<file path="src/rtl/rca_profiler_pkg.sv">
// Shared types for the SBB successor profile cache (rca_sbb_profiler).
// Entry fields are sized for the widest supported build: ADDR_W <= 32, COUNT_W <= 16, NUM_ENTRIES <= 32.
package rca_profiler_pkg;

    localparam int unsigned PROF_ADDR_MAX_W  = 32;
    localparam int unsigned PROF_COUNT_MAX_W = 16;
    localparam int unsigned PROF_IDX_PORT_W  = 8;
    localparam int unsigned PROF_RD_W        = 32;

    typedef struct packed {
        logic [PROF_ADDR_MAX_W-1:0]  addr;
        logic                        valid;
        logic [PROF_COUNT_MAX_W-1:0] count;
    } profiler_entry_t;

    typedef enum logic [1:0] {
        OP_READ          = 2'd0,
        OP_CLEAR_ENTRY   = 2'd1,
        OP_TOGGLE_LOCK   = 2'd2,
        OP_CLEAR_PENDING = 2'd3
    } cmd_op_e;

    typedef enum logic [1:0] {
        FLD_ADDR    = 2'd0,
        FLD_VALID   = 2'd1,
        FLD_COUNT   = 2'd2,
        FLD_PENDING = 2'd3
    } cmd_field_e;

    typedef enum logic {
        CMD_IDLE = 1'b0,
        CMD_DONE = 1'b1
    } cmd_state_e;

    function automatic int unsigned idx_width(input int unsigned n);
        return (n <= 2) ? 1 : $clog2(n);
    endfunction

endpackage

</file>
<file path="src/rtl/rca_profiler_victim_sel.sv">
// Allocation index for the profile table: lowest-index invalid entry, otherwise
// the lowest count with ties going to the lowest index.
module rca_profiler_victim_sel
    import rca_profiler_pkg::*;
#(
    parameter int unsigned NUM_ENTRIES = 8,
    parameter int unsigned COUNT_W     = 8,
    parameter int unsigned IDX_W       = idx_width(NUM_ENTRIES)
) (
    input  logic [NUM_ENTRIES-1:0]         valid,
    input  logic [NUM_ENTRIES*COUNT_W-1:0] counts,
    output logic [IDX_W-1:0]               victim_idx
);

    logic               found_inv;
    logic [COUNT_W-1:0] best_cnt;
    logic [COUNT_W-1:0] cur_cnt;

    always_comb begin
        found_inv  = 1'b0;
        victim_idx = '0;
        best_cnt   = counts[COUNT_W-1:0];
        cur_cnt    = '0;
        for (int unsigned i = 0; i < NUM_ENTRIES; i++) begin
            if (!valid[i] && !found_inv) begin
                found_inv  = 1'b1;
                victim_idx = IDX_W'(i);
            end
        end
        if (!found_inv) begin
            // strict less-than keeps the lowest index on ties
            for (int unsigned i = 1; i < NUM_ENTRIES; i++) begin
                cur_cnt = counts[i*COUNT_W +: COUNT_W];
                if (cur_cnt < best_cnt) begin
                    best_cnt   = cur_cnt;
                    victim_idx = IDX_W'(i);
                end
            end
        end
    end

endmodule

</file>
<file path="src/rtl/rca_sbb_profiler.sv">
// Short-backward-branch profile cache: counts taken SBBs, ages on saturation, pulses on hot entries.
// Optional periodic decay is built when RCA_PROFILER_DECAY_EN is defined.
module rca_sbb_profiler
    import rca_profiler_pkg::*;
#(
    parameter int unsigned NUM_ENTRIES     = 8,
    parameter int unsigned COUNT_W         = 8,
    parameter int unsigned ADDR_W          = 32,
    parameter int unsigned OFFSET_W        = 21,
    parameter int unsigned SBB_MAX_DIST    = 256,
    parameter int unsigned TAKEN_THRESHOLD = 128,
    parameter int unsigned ID_W            = 3,
    parameter int unsigned DECAY_PERIOD    = 4096
) (
    input  logic                       clk,
    input  logic                       rst,
    input  logic                       br_valid,
    input  logic [ADDR_W-1:0]          br_pc,
    input  logic [OFFSET_W-1:0]        br_offset,
    input  logic                       br_taken,
    input  logic                       issue_new_req,
    input  logic [1:0]                 issue_op,
    input  logic [1:0]                 issue_field,
    input  logic [PROF_IDX_PORT_W-1:0] issue_index,
    input  logic [ID_W-1:0]            issue_id,
    output logic                       issue_ready,
    output logic                       wb_done,
    input  logic                       wb_ack,
    output logic [PROF_RD_W-1:0]       wb_rd,
    output logic [ID_W-1:0]            wb_id,
    output logic                       prof_exception,
    output logic                       prof_locked
);

    localparam int unsigned        IDX_W       = idx_width(NUM_ENTRIES);
    localparam logic [COUNT_W-1:0] CNT_MAX     = '1;
    localparam logic [COUNT_W-1:0] CNT_SAT_HIT = (CNT_MAX >> 1) + COUNT_W'(1);
    localparam logic [COUNT_W-1:0] CNT_THRESH  = COUNT_W'(TAKEN_THRESHOLD);
    localparam int                 SBB_MIN_OFF = -int'(SBB_MAX_DIST);

    profiler_entry_t tbl_q   [NUM_ENTRIES];
    profiler_entry_t dec_tbl [NUM_ENTRIES];
    profiler_entry_t tbl_d   [NUM_ENTRIES];

    logic [NUM_ENTRIES-1:0]         pending_q, pending_d;
    logic [NUM_ENTRIES-1:0]         signalled_q, signalled_d;
    logic [NUM_ENTRIES-1:0]         cross_q, cross_d;
    logic [NUM_ENTRIES-1:0]         dec_valid;
    logic [NUM_ENTRIES*COUNT_W-1:0] dec_counts;
    logic [IDX_W-1:0]               hit_idx, victim_idx, cmd_idx;
    logic [COUNT_W-1:0]             hit_cnt;
    logic signed [31:0]             off_ext;
    logic                           hit_any, is_sbb, br_op, decay_tick;
    logic                           locked_q, exc_q;
    logic                           accept, idx_ok, clr_entry, clr_pending;
    cmd_state_e                     state_q, state_d;
    cmd_op_e                        cmd_op;
    cmd_field_e                     cmd_field;
    logic [PROF_RD_W-1:0]           rd_val, wb_rd_q;
    logic [ID_W-1:0]                wb_id_q;

    function automatic logic [COUNT_W-1:0] cnt_of(input profiler_entry_t e);
        return e.count[COUNT_W-1:0];
    endfunction

    function automatic logic [PROF_COUNT_MAX_W-1:0] ext_cnt(input logic [COUNT_W-1:0] c);
        return PROF_COUNT_MAX_W'(c);
    endfunction

    // Branch qualification and lookup
    always_comb begin
        off_ext = 32'($signed(br_offset));
        is_sbb  = (off_ext < 0) && (off_ext >= SBB_MIN_OFF);
        br_op   = br_valid && br_taken && !locked_q;
        hit_any = 1'b0;
        hit_idx = '0;
        for (int unsigned i = 0; i < NUM_ENTRIES; i++) begin
            if (!hit_any && tbl_q[i].valid && tbl_q[i].addr == PROF_ADDR_MAX_W'(br_pc)) begin
                hit_any = 1'b1;
                hit_idx = IDX_W'(i);
            end
        end
    end

    // Decay stage runs ahead of the hit/alloc update so a coincident hit halves first, then adds one
    always_comb begin
        for (int unsigned i = 0; i < NUM_ENTRIES; i++) begin
            dec_tbl[i] = tbl_q[i];
            if (decay_tick && tbl_q[i].valid) begin
                dec_tbl[i].count = tbl_q[i].count >> 1;
                if (cnt_of(tbl_q[i]) <= COUNT_W'(1)) dec_tbl[i].valid = 1'b0;
            end
            dec_valid[i]                      = dec_tbl[i].valid;
            dec_counts[i*COUNT_W +: COUNT_W] = cnt_of(dec_tbl[i]);
        end
    end

    rca_profiler_victim_sel #(
        .NUM_ENTRIES (NUM_ENTRIES),
        .COUNT_W     (COUNT_W),
        .IDX_W       (IDX_W)
    ) u_victim_sel (
        .valid      (dec_valid),
        .counts     (dec_counts),
        .victim_idx (victim_idx)
    );

    always_comb begin
        for (int unsigned i = 0; i < NUM_ENTRIES; i++) tbl_d[i] = dec_tbl[i];
        hit_cnt = cnt_of(dec_tbl[hit_idx]);
        if (br_op && hit_any) begin
            if (hit_cnt == CNT_MAX) begin
                for (int unsigned i = 0; i < NUM_ENTRIES; i++) begin
                    if (dec_tbl[i].valid) tbl_d[i].count = dec_tbl[i].count >> 1;
                end
                tbl_d[hit_idx].count = ext_cnt(CNT_SAT_HIT);
            end else begin
                tbl_d[hit_idx].count = ext_cnt(hit_cnt + COUNT_W'(1));
            end
            tbl_d[hit_idx].valid = 1'b1;
        end else if (br_op && is_sbb) begin
            tbl_d[victim_idx].addr  = PROF_ADDR_MAX_W'(br_pc);
            tbl_d[victim_idx].count = ext_cnt(COUNT_W'(1));
            tbl_d[victim_idx].valid = 1'b1;
        end
        if (clr_entry) begin
            tbl_d[cmd_idx].valid = 1'b0;
            tbl_d[cmd_idx].count = '0;
        end
        for (int unsigned i = 0; i < NUM_ENTRIES; i++) begin
            cross_d[i] = tbl_d[i].valid && (cnt_of(tbl_d[i]) >= CNT_THRESH)
                         && (cnt_of(tbl_q[i]) < CNT_THRESH);
        end
    end

    assign prof_exception = |(pending_q & ~signalled_q) & ~exc_q;

    // Crossings merge in last so a same-cycle CLEAR_PENDING cannot swallow them
    always_comb begin
        pending_d   = pending_q;
        signalled_d = signalled_q;
        if (prof_exception) signalled_d = signalled_q | pending_q;
        if (clr_pending) begin
            pending_d   = '0;
            signalled_d = '0;
        end
        if (clr_entry) begin
            pending_d[cmd_idx]   = 1'b0;
            signalled_d[cmd_idx] = 1'b0;
        end
        pending_d = pending_d | cross_q;
    end

    always_ff @(posedge clk) begin
        if (!rst) begin
            for (int unsigned i = 0; i < NUM_ENTRIES; i++) tbl_q[i] <= '0;
            pending_q   <= '0;
            signalled_q <= '0;
            cross_q     <= '0;
            exc_q       <= 1'b0;
            locked_q    <= 1'b0;
        end else begin
            for (int unsigned i = 0; i < NUM_ENTRIES; i++) tbl_q[i] <= tbl_d[i];
            pending_q   <= pending_d;
            signalled_q <= signalled_d;
            cross_q     <= cross_d;
            exc_q       <= prof_exception;
            if (accept && cmd_op == OP_TOGGLE_LOCK) locked_q <= ~locked_q;
        end
    end

    assign prof_locked = locked_q;

`ifdef RCA_PROFILER_DECAY_EN
    localparam int unsigned DEC_W = (DECAY_PERIOD <= 2) ? 1 : $clog2(DECAY_PERIOD);
    logic [DEC_W-1:0] decay_cnt_q;

    assign decay_tick = !locked_q && (decay_cnt_q == DEC_W'(DECAY_PERIOD - 1));

    always_ff @(posedge clk) begin
        if (!rst) decay_cnt_q <= '0;
        else if (!locked_q) decay_cnt_q <= decay_tick ? '0 : decay_cnt_q + DEC_W'(1);
    end
`else
    logic unused_decay_cfg;
    assign decay_tick       = 1'b0;
    assign unused_decay_cfg = (DECAY_PERIOD != 0);
`endif

    // Command decode and readout
    assign cmd_op      = cmd_op_e'(issue_op);
    assign cmd_field   = cmd_field_e'(issue_field);
    assign cmd_idx     = issue_index[IDX_W-1:0];
    assign idx_ok      = 32'(issue_index) < NUM_ENTRIES;
    assign accept      = issue_new_req && (state_q == CMD_IDLE);
    assign clr_entry   = accept && (cmd_op == OP_CLEAR_ENTRY) && idx_ok;
    assign clr_pending = accept && (cmd_op == OP_CLEAR_PENDING);

    always_comb begin
        rd_val = '0;
        case (cmd_op)
            OP_READ: begin
                case (cmd_field)
                    FLD_ADDR:    if (idx_ok) rd_val = PROF_RD_W'(tbl_q[cmd_idx].addr);
                    FLD_VALID:   if (idx_ok) rd_val[0] = tbl_q[cmd_idx].valid;
                    FLD_COUNT:   if (idx_ok) rd_val = PROF_RD_W'(tbl_q[cmd_idx].count);
                    FLD_PENDING: rd_val = PROF_RD_W'(pending_q);
                    default:     rd_val = '0;
                endcase
            end
            OP_TOGGLE_LOCK: rd_val[0] = ~locked_q;
            default:        rd_val = '0;
        endcase
    end

    always_ff @(posedge clk) begin
        if (!rst) state_q <= CMD_IDLE;
        else      state_q <= state_d;
    end

    always_comb begin
        state_d = state_q;
        case (state_q)
            CMD_IDLE: if (accept) state_d = CMD_DONE;
            CMD_DONE: if (wb_ack) state_d = CMD_IDLE;
            default:  state_d = CMD_IDLE;
        endcase
    end

    always_comb begin
        wb_done     = (state_q == CMD_DONE);
        issue_ready = (state_q == CMD_IDLE);
    end

    always_ff @(posedge clk) begin
        if (!rst) begin
            wb_rd_q <= '0;
            wb_id_q <= '0;
        end else if (accept) begin
            wb_rd_q <= rd_val;
            wb_id_q <= issue_id;
        end
    end

    assign wb_rd = wb_rd_q;
    assign wb_id = wb_id_q;

endmodule

</file>
<file path="config.mk">
export PLATFORM = sky130hd
export DESIGN_NAME = rca_sbb_profiler
export DESIGN_NICKNAME = d
export VERILOG_FILES = /design/src/rtl/rca_profiler_pkg.sv /design/src/rtl/rca_profiler_victim_sel.sv /design/src/rtl/rca_sbb_profiler.sv
export SDC_FILE = /design/constraint.sdc
export NUM_CORES = 2
export LEC_CHECK = 0
export BUFFER_PORTS_ARGS = -buffer_cell sky130_fd_sc_hd__buf_2
export CAP_MARGIN = 20
export CORE_UTILIZATION = 47
export CTS_BUF_LIST = sky130_fd_sc_hd__clkbuf_4
export DETAILED_ROUTE_END_ITERATION = 10
export PLACE_DENSITY = 0.77
export SLEW_MARGIN = 15
export SYNTH_ARGS = -nofsm -noshare
export SYNTH_HDL_FRONTEND = slang
export SYNTH_HIERARCHICAL = 1
export SYNTH_SLANG_ARGS = --single-unit
</file>
<file path="constraint.sdc">
create_clock -name clk -period 13.3 [get_ports clk]
set_input_delay 0.665 -clock clk [delete_from_list [all_inputs] [get_ports clk]]
set_output_delay 0.665 -clock clk [all_outputs]
set_load 0.01 [all_outputs]
</file>
==> impl_metrics.sql <==
INSERT INTO impl_metrics (metric_group, metric, value, unit) VALUES
('setup_path', 'setup.worst_path.start_class', 'flop', ''),
('clocking', 'cts_made_buffers', '120', ''),
('power_and_ir_drop', 'design_power_total', '0.00290', 'W'),
('logic_synthesis', 'post_synth_xor_area_fraction', '7.90', '%'),
('grt', 'gr-usage-met3', '9.64', '%'),
('power_and_ir_drop', 'pd_cells', '88.1', 'nW/um^2'),
('logic_synthesis', 'post_synth_num_cell_types', '111', ''),
('floorplan', 'die_w', '249', 'um'),
('grt', 'met2_usage', '55.3', '%'),
('setup_path', 'critPathLaunch', 'tbl_q[0][6]', ''),
('setup_path', 'worst_ep_required_time', '14150', 'ps'),
('logic_synthesis', 'synth.cell_area', '28700', 'um^2'),
('sta', 'finalMaxSlewViolations', '0', ''),
('status', 'run_status', 'finished clean', ''),
('logic_synthesis', 'postSynthCellCount', '3512', ''),
('clocking', 'h-tree-depth', '3', ''),
('clocking', 'insertion_delay', '950', 'ps'),
('clocking', 'cts-root-buf', 'sky130_fd_sc_hd__clkbuf_4', ''),
('final_layout', 'final_util', '54.5', '%'),
('logic_synthesis', 'cell_type_with_the_largest_total_area_after_synthesis', 'sky130_fd_sc_hd__dfxtp_1', ''),
('sta', 'tightestPinTransition', '1210', 'ps'),
('floorplan', 'pin_count', '113', ''),
('grt', 'number_of_global_route_vias_before_repair', '26800', ''),
('logic_synthesis', 'synth_top_flop_cell', 'sky130_fd_sc_hd__dfxtp_1', ''),
('grt', 'met1_usage', '44.9', '%'),
('power_and_ir_drop', 'clock_power_share', '44.1', '%'),
('power_and_ir_drop', 'leakage_dissipation', '12.2', 'nW'),
('logic_synthesis', 'synth_top_cells_by_area', 'sky130_fd_sc_hd__dfxtp_1, sky130_fd_sc_hd__nand2_1, sky130_fd_sc_hd__a21boi_0, sky130_fd_sc_hd__mux2i_1, sky130_fd_sc_hd__xor2_1', ''),
('power_and_ir_drop', 'sw_frac_of_total', '27.9', '%'),
('floorplan', 'dieHeight', '249', 'um'),
('logic_synthesis', 'post_synth_mux_area_share', '9.82', '%'),
('job', 'max_cap_violations', '0', ''),
('logic_synthesis', 'post_synth.cell_area_avg', '8.18', 'um^2'),
('logic_synthesis', 'post_synthesis_share_of_cell_area_spent_on_and_or_nand_and_nor_gates', '22.5', '%'),
('routing', 'vias', '29300', ''),
('setup_path', 'timing.reg2reg.worst_path_depth', '67', ''),
('final_layout', 'area_growth_syn_to_fin', '14.4', '%'),
('logic_synthesis', 'post_synth_most_frequent_cells', 'sky130_fd_sc_hd__nand2_1, sky130_fd_sc_hd__dfxtp_1, sky130_fd_sc_hd__a21boi_0, sky130_fd_sc_hd__mux2i_1, sky130_fd_sc_hd__clkbuf_1', ''),
('logic_synthesis', 'synth-adder-area-share', '1.98', '%'),
('final_layout', 'post_route_cells_drive_above_1_share', '18.1', '%'),
('setup_path', 'critical_path.max_fanout', '11', ''),
('sta', 'max-slew-margin-rel', '18.8', '%'),
('hold_path', 'worst_hold_path_type', 'in -> reg', ''),
('hold_path', 'hold_path.startpoint', 'issue_id[1]', ''),
('sta', 'finalHoldViolCount', '0', ''),
('setup_path', 'critical_path_arrival', '13850', 'ps'),
('grt', 'grt-busiest-layer', 'met2', ''),
('clocking', 'maximum_root_to_sink_buffer_count', '3', ''),
('placement', 'place.port_buffers', '104', ''),
('logic_synthesis', 'synth_edf_count', '0', ''),
('setup_path', 'timing.critical_path.mode_cell', 'sky130_fd_sc_hd__ha_1', ''),
('logic_synthesis', 'synth.ff_latch_count', '454', ''),
('setup_path', 'critical_path.reg2reg.startpoint', 'tbl_q[0][6]', ''),
('placement', 'post-dp-hpwl', '85400', 'um'),
('routing', 'dr.first_iter.drc_count', '4233', ''),
('sta', 'finalCritPeriodShare', '97.7', '%'),
('power_and_ir_drop', 'combinationalPowerShare', '8.9', '%'),
('routing', 'route.detailed.drc', '0', ''),
('logic_synthesis', 'ys.warnings.count', '6', ''),
('routing', 'drtAntennaViolNets', '0', ''),
('power_and_ir_drop', 'sequentialPowerShare', '47.0', '%'),
('logic_synthesis', 'fraction_of_registers_with_async_set_reset', '0', '%'),
('setup_path', 'reg_to_reg_setup_timing_slack', '300', 'ps'),
('power_and_ir_drop', 'power_spent_charging_and_discharging_nets', '0.000807', 'W'),
('setup_path', 'timing.critical_path.to_type', 'flop', ''),
('setup_path', 'critical-path-slowest-cell', 'sky130_fd_sc_hd__mux4_2', ''),
('floorplan', 'floorplan.initialDensity', '47.6', '%'),
('routing', 'drt_pre_antenna_iters', '7', ''),
('clocking', 'clk_transition_reported_paths', '70', 'ps'),
('final_layout', 'fillers', '5586', ''),
('setup_path', 'cpPeakStageDelay', '450', 'ps');
==> kinds of logic (layout without fill, tap and decap cells) <==
family | count (synthesis) | in the layout
fa+ha+maj | 46 | 46
mux | 233 | 233
simple gates | 1339 | 1339
compound gates | 854 | 855
other cells | 0 | 13
xor+xnor | 259 | 259
flops | 454 | 454
buf+inv | 327 | 583
==> layout make-up <==
type,count,area [um^2],share of cell area [%]
multi-input cells,2732,18600,56.5
flip-flops and latches,454,9090,27.7
clock inverters,35,183,0.556
well taps,782,978,2.98
diodes,13,32.5,0.0990
clock buffers,185,1390,4.23
repair buffers,295,2380,7.24
inverters,68,255,0.777
==> layout by cell type, fill, tap and decap left out, types with 23 or more instances in the layout <==
| master | Yosys | final |
|---|---|---|
| sky130_fd_sc_hd__a21boi_0 | 261 | 249 |
| sky130_fd_sc_hd__a21oi_1 | 128 | 114 |
| sky130_fd_sc_hd__a22o_1 | 45 | 45 |
| sky130_fd_sc_hd__a22oi_1 | 64 | 63 |
| sky130_fd_sc_hd__a32oi_1 | 23 | 23 |
| sky130_fd_sc_hd__and2_1 | 28 | 27 |
| sky130_fd_sc_hd__and3_1 | 29 | 28 |
| sky130_fd_sc_hd__buf_12 | 0 | 24 |
| sky130_fd_sc_hd__buf_2 | 57 | 102 |
| sky130_fd_sc_hd__buf_4 | 11 | 155 |
| sky130_fd_sc_hd__clkbuf_4 | 0 | 185 |
| sky130_fd_sc_hd__clkinv_1 | 2 | 25 |
| sky130_fd_sc_hd__dfxtp_1 | 454 | 454 |
| sky130_fd_sc_hd__ha_1 | 42 | 42 |
| sky130_fd_sc_hd__inv_1 | 66 | 66 |
| sky130_fd_sc_hd__mux2i_1 | 165 | 162 |
| sky130_fd_sc_hd__mux4_2 | 32 | 32 |
| sky130_fd_sc_hd__nand2_1 | 713 | 710 |
| sky130_fd_sc_hd__nand3_1 | 62 | 60 |
| sky130_fd_sc_hd__nand4_1 | 63 | 63 |
| sky130_fd_sc_hd__nor2_1 | 131 | 116 |
| sky130_fd_sc_hd__nor2b_1 | 50 | 48 |
| sky130_fd_sc_hd__nor3_1 | 62 | 61 |
| sky130_fd_sc_hd__nor4_1 | 65 | 63 |
| sky130_fd_sc_hd__o21ai_0 | 85 | 80 |
| sky130_fd_sc_hd__o21ai_1 | 24 | 28 |
| sky130_fd_sc_hd__o22ai_1 | 30 | 30 |
| sky130_fd_sc_hd__xnor2_1 | 127 | 127 |
| sky130_fd_sc_hd__xor2_1 | 132 | 132 |
==> how the worst min path moves through the flow <==
stage | endpoint | slack, ps
2_1_floorplan | pending_q[5] | 400
3_3_place_gp | pending_q[5] | 420
3_5_place_dp | pending_q[3] | 430
4_1_cts | wb_id[1] | 3
5_1_grt | wb_done | 2
6_report | wb_id[1] | 30
==> through the flow <==
step | setup TNS (ps) | area, um^2 | setup slack [ps] | hold slack, ps | cells
2_1_floorplan | 0 | 28800 | 79.5 | 401 | 3512
3_3_place_gp | 0 | 30700 | 253 | 416 | 4305
3_5_place_dp | -5980 | 30700 | -141 | 427 | 4305
6_report | 0 | 32900 | 304 | 28.2 | 4564
4_1_cts | 0 | 32300 | 17.6 | 2.85 | 4528
5_1_grt | -12480 | 32800 | -243 | 1.67 | 4557
==> worst max-delay path, delay by kind of cell (launching register included) <==
family / cells / cell delay [ps]
compound gates: 26 / 5030
flops: 1 / 330
simple gates: 18 / 2590
fa+ha+maj: 7 / 2040
mux: 3 / 1060
buf+inv: 13 / 1870
==> power by group through the flow <==
stage	combinational [W]	clock, W	sequential [W]
2_1_floorplan	0.000158	0	0.00139
3_5_place_dp	0.000243	0	0.00139
5_1_grt	0.000261	0.00136	0.00136
6_report	0.000258	0.00128	0.00136
4_1_cts	0.000244	0.00128	0.00136
3_3_place_gp	0.000243	0	0.00139
==> timing repair <==
action,in CTS,in global routing
pin swaps,0,16
hold buffers,3,0
setup endpoints to repair,198,394
setup buffers,0,17
resized for setup,5,56
hold endpoints to repair,3,0
gates cloned,0,6
==> routing by layer <==
| metal | share of wire [%] | routed length (um) | up-vias |
|---|---|---|---|
| met5 | 0.011 | 13 | - |
| met4 | 9.6 | 11600 | 2 |
| met3 | 12 | 14900 | 552 |
| met2 | 42 | 51400 | 2121 |
| met1 | 36 | 43700 | 13700 |
| li1 | - | - | 12900 |
Power figures use the tool's default switching activity.
